[src/rtl/capi_command_arbiter_pkg.sv]
// CAPI PSL command/response bus types, command codes, and the arbiter's
// state enum plus tag compose/decompose helpers.
package capi_command_arbiter_pkg;

  typedef struct packed {
    logic        valid;
    logic [12:0] command;
    logic        command_parity;
    logic [7:0]  tag;
    logic        tag_parity;
    logic [2:0]  abt;
    logic [63:0] address;
    logic        address_parity;
    logic [15:0] context_handle;
    logic [11:0] size;
  } CommandInterfaceOutput;

  typedef struct packed {
    logic       valid;
    logic [7:0] tag;
    logic [7:0] response;
  } ResponseInterface;

  localparam logic [12:0] CMD_READ_CL_NA = 13'h0A00;
  localparam logic [12:0] CMD_WRITE_NA   = 13'h0D00;
  localparam logic [12:0] CMD_RESTART    = 13'h0001;
  localparam logic [7:0]  RSP_DONE       = 8'h00;
  localparam logic [7:0]  RSP_AERROR     = 8'h01;

  typedef enum logic [1:0] {ARB_INIT, ARB_RUN, ARB_DRAIN} arb_state_t;

  // PSL tag = {requester index, local tag}; index occupies the top idx_w bits
  function automatic logic [7:0] tag_compose(input int idx_w, input logic [7:0] idx,
                                             input logic [7:0] local_tag);
    return (idx << (8 - idx_w)) | local_tag;
  endfunction

  function automatic logic [7:0] tag_index(input int idx_w, input logic [7:0] tag);
    return tag >> (8 - idx_w);
  endfunction

  function automatic logic [7:0] tag_local(input int idx_w, input logic [7:0] tag);
    return tag & (8'hFF >> idx_w);
  endfunction

endpackage

[src/rtl/capi_command_arbiter_round_robin_picker.sv]
// Combinational round-robin pick: first eligible index at or after ptr.
module round_robin_picker #(
  parameter int NUM_REQ = 4,
  localparam int IDX_W = $clog2(NUM_REQ)
) (
  input  logic [NUM_REQ-1:0] eligible,
  input  logic [IDX_W-1:0]   ptr,
  output logic [NUM_REQ-1:0] grant,
  output logic [IDX_W-1:0]   grant_idx,
  output logic               grant_any
);

  always_comb begin
    grant     = '0;
    grant_idx = '0;
    grant_any = 1'b0;
    for (int k = 0; k < NUM_REQ; k++) begin
      if (!grant_any && eligible[(int'(ptr) + k) % NUM_REQ]) begin
        grant_any = 1'b1;
        grant[(int'(ptr) + k) % NUM_REQ] = 1'b1;
        grant_idx = IDX_W'((int'(ptr) + k) % NUM_REQ);
      end
    end
  end

endmodule

[src/rtl/capi_command_arbiter.sv]
// Credit-based round-robin arbiter of requester commands onto the PSL command
// bus, with response routing back by tag. CMD_ARB_PERF_EN adds perf counters.
module capi_command_arbiter
  import capi_command_arbiter_pkg::*;
#(
  parameter int NUM_REQ         = 4,
  parameter int MAX_CREDITS     = 64,
  parameter int MAX_OUTSTANDING = 16,
  localparam int IDX_W = $clog2(NUM_REQ),
  localparam int LOC_W = 8 - IDX_W
) (
  input  logic                              clock,
  input  logic                              reset,
  input  logic                              enable,
  input  logic [NUM_REQ-1:0]                req_valid,
  input  logic [NUM_REQ-1:0][12:0]          req_command,
  input  logic [NUM_REQ-1:0][63:0]          req_address,
  input  logic [NUM_REQ-1:0][11:0]          req_size,
  input  logic [NUM_REQ-1:0][LOC_W-1:0]     req_tag,
  output logic [NUM_REQ-1:0]                req_ready,
  output CommandInterfaceOutput             command_out,
  input  ResponseInterface                  response,
  output logic [NUM_REQ-1:0]                rsp_valid,
  output logic [LOC_W-1:0]                  rsp_tag,
  output logic [7:0]                        rsp_code,
  output logic [6:0]                        credits,
  output logic                              tag_error
`ifdef CMD_ARB_PERF_EN
  ,
  output logic [NUM_REQ-1:0][31:0]          issued_count,
  output logic [31:0]                       stall_count
`endif
);

  localparam int OUT_W = $clog2(MAX_OUTSTANDING + 1);
  localparam logic [OUT_W-1:0] OUT_MAX  = OUT_W'(MAX_OUTSTANDING);
  localparam logic [6:0]       CRED_MAX = 7'(MAX_CREDITS);

  arb_state_t                      state;
  logic [NUM_REQ-1:0][OUT_W-1:0]   outstanding;
  logic [IDX_W-1:0]                ptr;
  logic [NUM_REQ-1:0]              eligible, grant;
  logic [IDX_W-1:0]                grant_idx;
  logic                            grant_any;
  logic                            cmd_valid;
  logic [12:0]                     cmd_command;
  logic [63:0]                     cmd_address;
  logic [11:0]                     cmd_size;
  logic [7:0]                      cmd_tag;
  logic [7:0]                      rsp_idx_w;
  logic [IDX_W-1:0]                rsp_idx;
  logic                            rsp_in_range, rsp_underflow;

  for (genvar i = 0; i < NUM_REQ; i++) begin : g_elig
    assign eligible[i] = req_valid[i] && enable && (credits != 7'd0) && (outstanding[i] < OUT_MAX);
  end

  round_robin_picker #(.NUM_REQ(NUM_REQ)) u_picker (
    .eligible  (eligible),
    .ptr       (ptr),
    .grant     (grant),
    .grant_idx (grant_idx),
    .grant_any (grant_any)
  );

  assign req_ready     = grant;
  assign rsp_idx_w     = tag_index(IDX_W, response.tag);
  assign rsp_idx       = rsp_idx_w[IDX_W-1:0];
  assign rsp_in_range  = rsp_idx_w < 8'(NUM_REQ);
  assign rsp_underflow = rsp_in_range && (outstanding[rsp_idx] == '0);

  always_ff @(posedge clock or posedge reset) begin
    if (reset) begin
      state   <= ARB_INIT;
      credits <= 7'd0;
      ptr     <= '0;
    end else begin
      unique case (state)
        ARB_INIT:  state <= ARB_RUN;
        ARB_RUN:   if (!enable) state <= ARB_DRAIN;
        ARB_DRAIN: if (enable) state <= ARB_RUN;
        default:   state <= ARB_INIT;
      endcase
      if (state == ARB_INIT)
        credits <= CRED_MAX;
      else if (grant_any && !response.valid)
        credits <= credits - 7'd1;
      else if (!grant_any && response.valid && credits != CRED_MAX)
        credits <= credits + 7'd1;
      if (grant_any)
        ptr <= (int'(grant_idx) == NUM_REQ - 1) ? '0 : grant_idx + IDX_W'(1);
    end
  end

  // A response for an idle requester never decrements, so the counter cannot wrap
  for (genvar i = 0; i < NUM_REQ; i++) begin : g_out
    logic dec;
    assign dec = response.valid && rsp_in_range && (int'(rsp_idx) == i) && (outstanding[i] != '0);
    always_ff @(posedge clock or posedge reset) begin
      if (reset)                outstanding[i] <= '0;
      else if (grant[i] && !dec) outstanding[i] <= outstanding[i] + OUT_W'(1);
      else if (dec && !grant[i]) outstanding[i] <= outstanding[i] - OUT_W'(1);
    end
  end

  always_ff @(posedge clock or posedge reset) begin
    if (reset) begin
      tag_error <= 1'b0;
    end else if (response.valid && (!rsp_in_range || rsp_underflow ||
               (state != ARB_INIT && !grant_any && credits == CRED_MAX))) begin
      tag_error <= 1'b1;
    end
  end

  always_ff @(posedge clock or posedge reset) begin
    if (reset) begin
      cmd_valid   <= 1'b0;
      cmd_command <= '0;
      cmd_address <= '0;
      cmd_size    <= '0;
      cmd_tag     <= '0;
      rsp_valid   <= '0;
      rsp_tag     <= '0;
      rsp_code    <= '0;
    end else begin
      cmd_valid <= grant_any;
      if (grant_any) begin
        cmd_command <= req_command[grant_idx];
        cmd_address <= req_address[grant_idx];
        cmd_size    <= req_size[grant_idx];
        cmd_tag     <= tag_compose(IDX_W, 8'(grant_idx), 8'(req_tag[grant_idx]));
      end
      rsp_valid <= (response.valid && rsp_in_range) ? (NUM_REQ'(1) << rsp_idx) : '0;
      if (response.valid) begin
        rsp_tag  <= LOC_W'(tag_local(IDX_W, response.tag));
        rsp_code <= response.response;
      end
    end
  end

  always_comb begin
    command_out                = '0;
    command_out.valid          = cmd_valid;
    command_out.command        = cmd_command;
    command_out.command_parity = ~^cmd_command;
    command_out.tag            = cmd_tag;
    command_out.tag_parity     = ~^cmd_tag;
    command_out.address        = cmd_address;
    command_out.address_parity = ~^cmd_address;
    command_out.size           = cmd_size;
  end

`ifdef CMD_ARB_PERF_EN
  always_ff @(posedge clock or posedge reset) begin
    if (reset) begin
      issued_count <= '0;
      stall_count  <= '0;
    end else begin
      for (int i = 0; i < NUM_REQ; i++)
        if (grant[i]) issued_count[i] <= issued_count[i] + 32'd1;
      if (|req_valid && !grant_any) stall_count <= stall_count + 32'd1;
    end
  end
`endif

endmodule

[config.mk]
export PLATFORM = sky130hd
export DESIGN_NAME = capi_command_arbiter
export DESIGN_NICKNAME = d
export VERILOG_FILES = /design/src/rtl/capi_command_arbiter_pkg.sv /design/src/rtl/capi_command_arbiter_round_robin_picker.sv /design/src/rtl/capi_command_arbiter.sv
export SDC_FILE = /design/constraint.sdc
export NUM_CORES = 1
export LEC_CHECK = 0
export BUFFER_PORTS_ARGS = -buffer_cell sky130_fd_sc_hd__buf_2
export CAP_MARGIN = 10
export CORE_AREA = 3 3 213 215
export DETAILED_ROUTE_END_ITERATION = 6
export DIE_AREA = 0 0 216 218
export PLACE_DENSITY = 0.59
export SLEW_MARGIN = 30
export SYNTH_ARGS = -nofsm -noshare
export SYNTH_HDL_FRONTEND = slang
export SYNTH_SLANG_ARGS = --single-unit
[constraint.sdc]
create_clock -name clock -period 5.8 [get_ports clock]
set_input_delay 0.29 -clock clock [delete_from_list [all_inputs] [get_ports clock]]
set_output_delay 0.29 -clock clock [all_outputs]
set_load 0.1 [all_outputs]
==> results.json, run 1 <==
{
  "syn_inst": 1016,
  "die_height_um": 218,
  "vias_after_detailed_routing": 10207,
  "hold_path_depth": 2,
  "die-width_um": 216,
  "clkSinkCount": 148,
  "post_route_cells_drive_above_1_share": 0.437,
  "grt_usage": 0.171,
  "initial_utilization": 0.237,
  "grt_antenna_before_repair": 3,
  "path_cells": "inv_2 -> ha_1 -> a2111oi_0 -> o22a_1 -> o21ai_4 -> buf_4 -> nand2_8 -> buf_16 -> mux2_4 -> a221o_1",
  "synth_seq_cells": 148,
  "replace_congestion": 0.916,
  "residual_drc_count": 0,
  "run_status": "finished, final reports clean",
  "critPathMaxStageDelay_ns": 0.68,
  "postCtsSetupBuffers": 0,
  "drt_iter0_markers": 656,
  "yosys_warnings": 0,
  "first_global_vias": 10235,
  "post_synth_edffs": 0,
  "cp.required_ns": 6.13,
  "maximum_number_of_pins_on_one_net_before_global_route_repair": 86,
  "clock_path_buffers": 2,
  "overflow": 0,
  "tightest_slew_ns": 0.895,
  "final_common_cell": "sky130_fd_sc_hd__buf_2",
  "fin_worst_skew_ns": 0.00797,
  "timing.max_cap.violations": 0,
  "ios": 554,
  "synthToLayoutAreaGrowth_pct": 35.8,
  "post_drt_wl_per_cell_um": 20.0,
  "die_area_um2": 47100,
  "floorplan.rows": 77,
  "path_max_fanout": 51,
  "yosys.cell_types.count": 58,
  "max_freq_mhz": 243,
  "syn-mean-instance-area_um2": 10.3,
  "fin_crit_ns": 4.12,
  "cts-buffers-inserted": 17,
  "clk_transition_reported_paths_ns": 0.07,
  "routed_wirelength_um": 42300,
  "timing.final.hold_violations": 0,
  "antenna_violating_nets_post_route": 0,
  "async_reset_ff_frac": 1.00,
  "ys_seq_area_frac": 0.355,
  "final-max-slew-violation-count": 0,
  "clock_tree_from_tritoncts": "built",
  "n_fill_cell": 4615,
  "drt-vias-per-instance": 4.82,
  "postSynth.topFlopCell": "sky130_fd_sc_hd__dfrtp_1",
  "worst_skew_pair.late_latency_ns": 0.45,
  "timing.critical_path.depth": 10,
  "firstDrtPassIters": 5,
  "floorplan.core_area_um2": 43900,
  "critPathArrivalTime_ns": 4.46,
  "summed_negative_setup_slack_over_all_endpoints_ns": 0,
  "grt_pass1_wl_um": 61300,
  "cp-start-kind": "register",
  "finalSetupViolations": 0,
  "port-buffer-count": 534,
  "layout_worst_path_cycle_share": 0.711,
  "timing.critical_path.buf_inv": 3,
  "worst_setup_path_end_kind": "register",
  "h_tree_levels": 4,
  "nNetsFinal": 1946,
  "critical-path-slowest-cell": "sky130_fd_sc_hd__dfrtp_1",
  "area_used_by_multi_input_combinational_logic_um2": 6250,
  "clock-root-buffer": "sky130_fd_sc_hd__clkbuf_16",
  "syn_area_um2": 10400,
  "cpLargestDelayFamily": "compound AO/OA/AOI/OAI gates",
  "relSlewSlack": 0.403,
  "ff_latch_area_um2": 3700,
  "highest_count_cells_in_the_layout_ignoring_fill_and_taps": "sky130_fd_sc_hd__buf_2 (534), sky130_fd_sc_hd__dfrtp_1 (148), sky130_fd_sc_hd__mux2i_1 (92), sky130_fd_sc_hd__xnor2_1 (87), sky130_fd_sc_hd__nand2_1 (77)",
  "r2r.worst_path.cells": 10,
  "hold_path.class": "in -> reg",
  "rsz0062_at_grt": "no",
  "setup.worst_path.class": "reg -> reg",
  "detailed_place_hpwl_um": 32600
}
final cells by class:
class | instances | share of cell area
diodes | 2 | 0.000354
clock buffers | 18 | 0.0310
clock inverters | 14 | 0.00831
inverters | 18 | 0.00513
multi-input cells | 774 | 0.442
flip-flops and latches | 148 | 0.262
well taps | 592 | 0.0523
repair buffers | 551 | 0.200
through the flow:
stage / instance area [µm²] / worst slack [ns] / instances / hold slack, ns / util
finish: 14200 / 1.68 / 2117 / 0.0641 / 0.322
global route: 14200 / 1.45 / 2117 / 0.0305 / 0.322
CTS: 14100 / 1.56 / 2114 / 0.0143 / 0.321
detailed placement: 13500 / 1.57 / 2081 / 0.259 / 0.308
global placement: 13500 / 1.67 / 2081 / 0.254 / 0.308
floorplan: 10500 / 1.11 / 1034 / 0.356 / -
per-layer routing:
layer,track usage,vias to the layer above,share of wire
li1,-,4733,-
met1,0.219,4935,0.43
met4,0.0711,2,0.028
met2,0.282,487,0.48
met3,0.0361,50,0.070
met5,0,-,0.00035
cells in the mapped netlist, types with 3 or more instances:
cell,n,area (µm²)
sky130_fd_sc_hd__nor2b_1,4,25.0
sky130_fd_sc_hd__mux2_2,16,180
sky130_fd_sc_hd__o221ai_1,46,403
sky130_fd_sc_hd__and3b_1,4,35.0
sky130_fd_sc_hd__fa_1,5,100
sky130_fd_sc_hd__buf_1,7,26.3
sky130_fd_sc_hd__buf_4,22,165
sky130_fd_sc_hd__dfrtp_1,148,3700
sky130_fd_sc_hd__a21o_1,12,90.1
sky130_fd_sc_hd__a21oi_1,67,335
sky130_fd_sc_hd__a221o_1,54,541
sky130_fd_sc_hd__mux2_4,48,721
sky130_fd_sc_hd__nor3b_1,5,37.5
sky130_fd_sc_hd__mux2i_1,92,921
sky130_fd_sc_hd__buf_6,15,169
sky130_fd_sc_hd__nor3_1,6,30.0
sky130_fd_sc_hd__inv_1,16,60.1
sky130_fd_sc_hd__nand2_1,78,293
sky130_fd_sc_hd__o21ai_0,61,305
sky130_fd_sc_hd__nor2_1,19,71.3
sky130_fd_sc_hd__o31ai_1,4,30.0
sky130_fd_sc_hd__xor2_1,21,184
sky130_fd_sc_hd__o21bai_1,3,22.5
sky130_fd_sc_hd__nand3_1,55,275
sky130_fd_sc_hd__a22o_1,4,35.0
sky130_fd_sc_hd__xnor2_1,87,762
sky130_fd_sc_hd__ha_1,27,338
sky130_fd_sc_hd__mux2_1,3,33.8
sky130_fd_sc_hd__clkbuf_1,48,180
logic make-up (layout without fill, tap and decap cells):
logic type      count (synthesis)  in the layout  synth area share
compound gates                267            267             0.185
xor+xnor                      108            108            0.0907
fa+ha+maj                      33             33            0.0430
buf+inv                       112            601            0.0593
flops                         148            148             0.355
mux                           161            161             0.182
other cells                     1             21          0.000360
simple gates                  186            186            0.0845
path summary, 6_finish.rpt:
path | startpoint | endpoint | slack (ns)
worst min-delay path | response[2] | rsp_code[2]$_DFFE_PP0P_ | 0.06
max in group asynchronous | reset | cmd_address[49]$_DFFE_PP0N_ | 4.30
worst max register to register | register | cmd_address[40]$_DFFE_PP0N_ | 1.68
worst min register to register | tag_error$_DFFE_PP0P_ | tag_error$_DFFE_PP0P_ | 0.47
worst max-delay path | register | cmd_address[40]$_DFFE_PP0N_ | 1.68
min in group asynchronous | reset | cmd_tag[2]$_DFFE_PP0N_ | 0.33
state kept, by name, summed over array words and instances, names as in the netlist, named ones only:
register	cells
cmd_address	64
cmd_command	13
cmd_size	12
cmd_tag	8
cmd_valid	1
credits	7
outstanding	20
ptr	1
rsp_code	8
rsp_tag	6
rsp_valid	4
state	2
tag_error	1
worst reg2reg max path, delay by kind of cell, from the launching register on:
kind            cells  cell delay, ns
flops               1            0.68
simple gates        1            0.44
compound gates      4            1.22
buf+inv             3            0.83
mux                 1            0.44
fa+ha+maj           1            0.40
timing repair:
action / in CTS / in global routing
gates resized for setup: 0 / 0
hold buffers: 1 / 0
hold endpoints to repair: 21 / 0
Power of run 1 is left out: the tool's default activity adds up to more than one toggle a clock period on the data nets, which glitch-free logic cannot reach.
==> run 2, diff against run 1 <==
- clock period: 5.8 -> 3.9 ns (I/O delays scaled with it)
==> run 2 against run 1 <==
  * Global-route usage up 0.12 points
  * Non-clock buffer count up 34
  * First-iteration DRC count up 1.5%
  * Clock-buffer cell count up 1
  * Highest routed layer unchanged
==> results.json, run 2 (same netlist as run 1, synthesis figures left out) <==
{
  "setup.worst_path.class": "reg -> reg",
  "area_used_by_multi_input_combinational_logic_um2": 6280,
  "vias_after_detailed_routing": 10247,
  "first_global_vias": 10370,
  "worst_setup_path_end_kind": "register",
  "routed_wirelength_um": 42300,
  "timing.final.hold_violations": 0,
  "final-max-slew-violation-count": 0,
  "ff2ff_setup_slack_ns": 0.18,
  "maximum_number_of_pins_on_one_net_before_global_route_repair": 87,
  "cp_common_cell": "sky130_fd_sc_hd__ha_1",
  "path_cells": "or4_4 -> o41a_4 -> and2_4 -> a22o_1 -> a221o_2 -> ha_1 -> inv_1 -> ha_1 -> a21o_1 -> a21oi_1 -> xnor2_1 -> nor2_1 -> xor2_1",
  "timing.max_cap.violations": 0,
  "crit-reg2reg-launch": "credits[1]$_DFFE_PP0P_",
  "final_common_cell": "sky130_fd_sc_hd__buf_2",
  "cpLargestDelayFamily": "compound AO/OA/AOI/OAI gates",
  "synthToLayoutAreaGrowth_pct": 40.6,
  "clock_tree_from_tritoncts": "built",
  "worst_skew_pair.late_latency_ns": 0.44,
  "residual_drc_count": 0,
  "holdCritStartpoint": "req_address[54]",
  "design_area_um2": 14700,
  "critPathArrivalTime_ns": 4.04,
  "hold_path.class": "in -> reg",
  "die_height_um": 218,
  "ios": 554,
  "grt_antenna_before_repair": 3,
  "timing.critical_path.buf_inv": 1,
  "clock-root-buffer": "sky130_fd_sc_hd__clkbuf_16",
  "rsz0062_at_grt": "no",
  "path_max_fanout": 7,
  "whs_ns": 0.0788,
  "h_tree_levels": 4,
  "post_route_cells_drive_above_1_share": 0.445,
  "timing.critical_path.depth": 13,
  "firstDrtPassIters": 5,
  "n_fill_cell": 4557,
  "cp.required_ns": 4.23,
  "port-buffer-count": 534,
  "drt-vias-per-instance": 4.77,
  "tightest_slew_ns": 0.761,
  "grt_pass1_wl_um": 61800,
  "relSlewSlack": 0.490,
  "critPathMaxStageDelay_ns": 0.59,
  "rr_endpoint": "outstanding[4]$_DFFE_PP0P_",
  "cts-buffers-inserted": 17,
  "die-width_um": 216,
  "antenna_violating_nets_post_route": 0,
  "nNetsFinal": 1980,
  "floorplan.rows": 77,
  "drt_iter0_markers": 666,
  "max_freq_mhz": 269,
  "grt_usage": 0.173,
  "finalSetupViolations": 0,
  "hold_path_depth": 3,
  "reg_top3": "cmd_address x64, outstanding x20, cmd_command x13",
  "die_area_um2": 47100,
  "cp-start-kind": "register",
  "dpl-instance-area_um2": 13800,
  "clkSinkCount": 148,
  "fin_crit_ns": 3.72,
  "clock_path_buffers": 2,
  "post_drt_wl_per_cell_um": 19.7,
  "replace_congestion": 0.934,
  "overflow": 0,
  "worst_hold_path.endpoint": "cmd_address[54]$_DFFE_PP0N_",
  "initial_utilization": 0.237,
  "detailed_place_hpwl_um": 33300,
  "ff_latch_area_um2": 3710,
  "run_status": "finished, final reports clean",
  "r2r.worst_path.cells": 13,
  "clk_transition_reported_paths_ns": 0.06,
  "regMostFlops": "cmd_address",
  "critical-path-slowest-cell": "sky130_fd_sc_hd__or4_4",
  "fin_worst_skew_ns": 0.0121,
  "max_ffs_per_register": 64,
  "highest_count_cells_in_the_layout_ignoring_fill_and_taps": "sky130_fd_sc_hd__buf_2 (534), sky130_fd_sc_hd__dfrtp_1 (144), sky130_fd_sc_hd__mux2i_1 (92), sky130_fd_sc_hd__xnor2_1 (87), sky130_fd_sc_hd__nand2_1 (77)",
  "fin_util": 0.334,
  "floorplan.core_area_um2": 43900,
  "layout_worst_path_cycle_share": 0.953
}
[run 2: worst max path at each step]
stage,from,endpoint
after floorplan,credits[1]$_DFFE_PP0P_,outstanding[4]$_DFFE_PP0P_
final,credits[1]$_DFFE_PP0P_,outstanding[4]$_DFFE_PP0P_
after detailed placement,credits[1]$_DFFE_PP0P_,outstanding[4]$_DFFE_PP0P_
after CTS,credits[1]$_DFFE_PP0P_,outstanding[4]$_DFFE_PP0P_
after global routing,credits[1]$_DFFE_PP0P_,outstanding[14]$_DFFE_PP0P_
after global placement,credits[1]$_DFFE_PP0P_,outstanding[4]$_DFFE_PP0P_
[run 2: cell type report]
class                           instances  area share
Multi-Input combinational cell        774       0.428
Sequential cell                       148       0.253
Timing Repair Buffer                  585       0.218
Tap cell                              592      0.0505
Clock buffer                           19      0.0309
Clock inverter                         12      0.0138
Inverter                               18     0.00486
Antenna cell                            1    0.000171
[run 2: worst min-delay path: stages]
cell	delay, ns
sky130_fd_sc_hd__buf_2	0.08
sky130_fd_sc_hd__mux2i_1	0.05
sky130_fd_sc_hd__o221ai_1	0.15
[run 2: layer usage]
| metal | vias to the layer above | global-route usage | wire length (µm) |
|---|---|---|---|
| li1 | 4781 | - | - |
| met1 | 4945 | 0.219 | 17700 |
| met2 | 458 | 0.286 | 20400 |
| met3 | 59 | 0.0353 | 2940 |
| met4 | 4 | 0.0744 | 1330 |
| met5 | - | 0 | 27 |
[run 2: per-stage QoR]
stage | setup WS, ns | TNS [ns] | cells
global route | 0.0270 | 0 | 2148
detailed placement | 0.198 | 0 | 2098
floorplan | -0.154 | -0.396 | 1034
global placement | 0.239 | 0 | 2098
CTS | 0.195 | 0 | 2148
finish | 0.182 | 0 | 2149
[run 2: repair_timing]
action                                 4_1_cts  5_1_grt
resized for setup                            0        1
setup endpoints to repair                    0        1
buffers inserted                             0        0
endpoints found under the hold margin       42        0
hold buffers                                19        0
Power of run 2 is left out for the same reason.
==> run 3, diff against run 2 <==
--- a/config.mk
+++ b/config.mk
@@ -6,10 +6,11 @@
 export NUM_CORES = 1
 export LEC_CHECK = 0
-export BUFFER_PORTS_ARGS = -buffer_cell sky130_fd_sc_hd__buf_2
 export CAP_MARGIN = 10
-export CORE_AREA = 3 3 213 215
+export CORE_AREA = 3 3 214 216
 export DETAILED_ROUTE_END_ITERATION = 6
-export DIE_AREA = 0 0 216 218
-export PLACE_DENSITY = 0.59
+export DIE_AREA = 0 0 217 219
+export DONT_BUFFER_PORTS = 1
+export HOLD_SLACK_MARGIN = 0.12
+export PLACE_DENSITY = 0.48
 export SLEW_MARGIN = 30
 export SYNTH_ARGS = -nofsm -noshare
==> constraint.sdc (replaced) <==
create_clock -name clock -period 3.9 [get_ports clock]
set_input_delay 0.585 -clock clock [delete_from_list [all_inputs] [get_ports clock]]
set_output_delay 0.585 -clock clock [all_outputs]
set_load 0.1 [all_outputs]
==> run 3 against run 2 <==
  * Global-route usage shrank 1.9 points
  * Final cell count fell by 21%
  * Register-to-register slack gained 0.06 ns
  * Setup slack improved by 0.057 ns
  * Sequential share of layout area is 4.5 points higher
  * Die area up 0.92%
  * Sequential cell count unchanged
  * Clock skew fell by 0.0031 ns
  * Maximum frequency increased by 1.5%
  * First-iteration DRC count fell by 17%
  * Highest routed layer is now met4
==> results.json, run 3 (same netlist as run 1, synthesis figures left out) <==
{
  "ff2ff_setup_slack_ns": 0.24,
  "final_common_cell": "sky130_fd_sc_hd__dfrtp_1",
  "timing.max_cap.violations": 0,
  "reg_top3": "cmd_address x64, outstanding x20, cmd_command x13",
  "regMostFlops": "cmd_address",
  "cp-start-kind": "register",
  "grt_antenna_before_repair": 1,
  "critPathArrivalTime_ns": 3.99,
  "drt-vias-per-instance": 4.98,
  "overflow": 0,
  "die_area_um2": 47500,
  "layout_worst_path_cycle_share": 0.939,
  "worst_setup_path_end_kind": "register",
  "firstDrtPassIters": 5,
  "cp.required_ns": 4.23,
  "final-max-slew-violation-count": 0,
  "clock_path_buffers": 2,
  "path_max_fanout": 7,
  "vias_after_detailed_routing": 8419,
  "cts-buffers-inserted": 17,
  "first_global_vias": 8357,
  "relSlewSlack": 0.343,
  "clock-root-buffer": "sky130_fd_sc_hd__clkbuf_16",
  "hold_path.class": "in -> reg",
  "fin_worst_skew_ns": 0.00900,
  "max_ffs_per_register": 64,
  "synthToLayoutAreaGrowth_pct": 19.6,
  "dpl.cell_count": 1656,
  "highest_count_cells_in_the_layout_ignoring_fill_and_taps": "sky130_fd_sc_hd__dfrtp_1 (143), sky130_fd_sc_hd__buf_4 (115), sky130_fd_sc_hd__mux2i_1 (92), sky130_fd_sc_hd__xnor2_1 (84), sky130_fd_sc_hd__nand2_1 (77)",
  "tightest_slew_ns": 0.986,
  "clkSinkCount": 148,
  "drt_iter0_markers": 553,
  "maximum_number_of_pins_on_one_net_before_global_route_repair": 149,
  "ios": 554,
  "grt_usage": 0.154,
  "post_drt_wl_per_cell_um": 23.1,
  "residual_drc_count": 0,
  "floorplan.core_area_um2": 44100,
  "nNetsFinal": 1519,
  "fin_crit_ns": 3.66,
  "detailed_place_hpwl_um": 31000,
  "run_status": "finished, final reports clean",
  "routed_wirelength_um": 39000,
  "rsz0062_at_grt": "no",
  "hold_path_depth": 1,
  "die_height_um": 219,
  "die-width_um": 217,
  "n_fill_cell": 4697,
  "max_freq_mhz": 273,
  "finalNonFillerCells": 1689,
  "post_route_cells_drive_above_1_share": 0.230,
  "timing.final.hold_violations": 0,
  "floorplan.rows": 77,
  "finalSetupViolations": 0,
  "whs_ns": 0.197,
  "setup.worst_path.class": "reg -> reg",
  "clock_tree_from_tritoncts": "built",
  "port-buffer-count": 0,
  "area_used_by_multi_input_combinational_logic_um2": 6300,
  "ff_latch_area_um2": 3710,
  "grt_pass1_wl_um": 54100,
  "replace_congestion": 0.876,
  "worst_skew_pair.late_latency_ns": 0.45,
  "r2r.worst_path.cells": 13,
  "antenna_violating_nets_post_route": 0,
  "postCtsSetupBuffers": 0,
  "initial_utilization": 0.236,
  "clk_transition_reported_paths_ns": 0.06,
  "h_tree_levels": 4
}
==> run 3: path summary, 6_finish.rpt <==
check	start	end
max	credits[1]$_DFFE_PP0P_	outstanding[14]$_DFFE_PP0P_
min	enable	state[1]$_DFFE_PP0P_
max reg2reg	credits[1]$_DFFE_PP0P_	outstanding[14]$_DFFE_PP0P_
min reg2reg	outstanding[8]$_DFFE_PP0P_	outstanding[8]$_DFFE_PP0P_
max in group asynchronous	reset	asynchronous set/reset pin
min in group asynchronous	reset	cmd_tag[5]$_DFFE_PP0N_
==> run 3: metal layers <==
layer / track usage / part of all wire / up-vias
met1: 0.208 / 0.45 / 4085
met5: 0 / 0 / -
met2: 0.240 / 0.46 / 431
li1: - / - / 3862
met3: 0.0370 / 0.068 / 41
met4: 0.0570 / 0.024 / 0
==> run 3: cell type report <==
type | count | share of cell area
diodes | 2 | 0.000401
flip-flops and latches | 148 | 0.298
clock buffers | 22 | 0.0380
well taps | 592 | 0.0594
clock inverters | 9 | 0.0101
inverters | 18 | 0.00572
repair buffers | 124 | 0.0837
multi-input cells | 774 | 0.505
==> run 3: through the flow <==
| stage | setup WS, ns | area [µm²] | TNS [ns] | utilization |
|---|---|---|---|---|
| finish | 0.239 | 12500 | 0 | 0.283 |
| global placement | 0.286 | 11900 | 0 | 0.269 |
| detailed placement | 0.206 | 11900 | 0 | 0.269 |
| floorplan | -0.154 | 10500 | -0.396 | - |
| CTS | 0.204 | 12500 | 0 | 0.282 |
| global route | 0.0763 | 12500 | 0 | 0.283 |
==> run 3: repair_timing <==
item                                    CTS  global route
endpoints found under the setup margin    0             4
hold endpoints to repair                  0             0
hold buffers                              0             0
resized for setup                         0             2
==> run 3: critical path: stages, from the launching register on <==
cell and delay, ns:
sky130_fd_sc_hd__dfrtp_2 0.40, sky130_fd_sc_hd__or4_4 0.59, sky130_fd_sc_hd__o41a_4 0.45, sky130_fd_sc_hd__and2_4 0.19
sky130_fd_sc_hd__a22o_1 0.23, sky130_fd_sc_hd__a221o_2 0.34, sky130_fd_sc_hd__ha_1 0.27, sky130_fd_sc_hd__inv_1 0.14
sky130_fd_sc_hd__ha_1 0.26, sky130_fd_sc_hd__a21o_1 0.19, sky130_fd_sc_hd__a21oi_1 0.16, sky130_fd_sc_hd__xnor2_1 0.13
sky130_fd_sc_hd__nor2_1 0.07, sky130_fd_sc_hd__xor2_1 0.14
Power of run 3 is left out for the same reason.
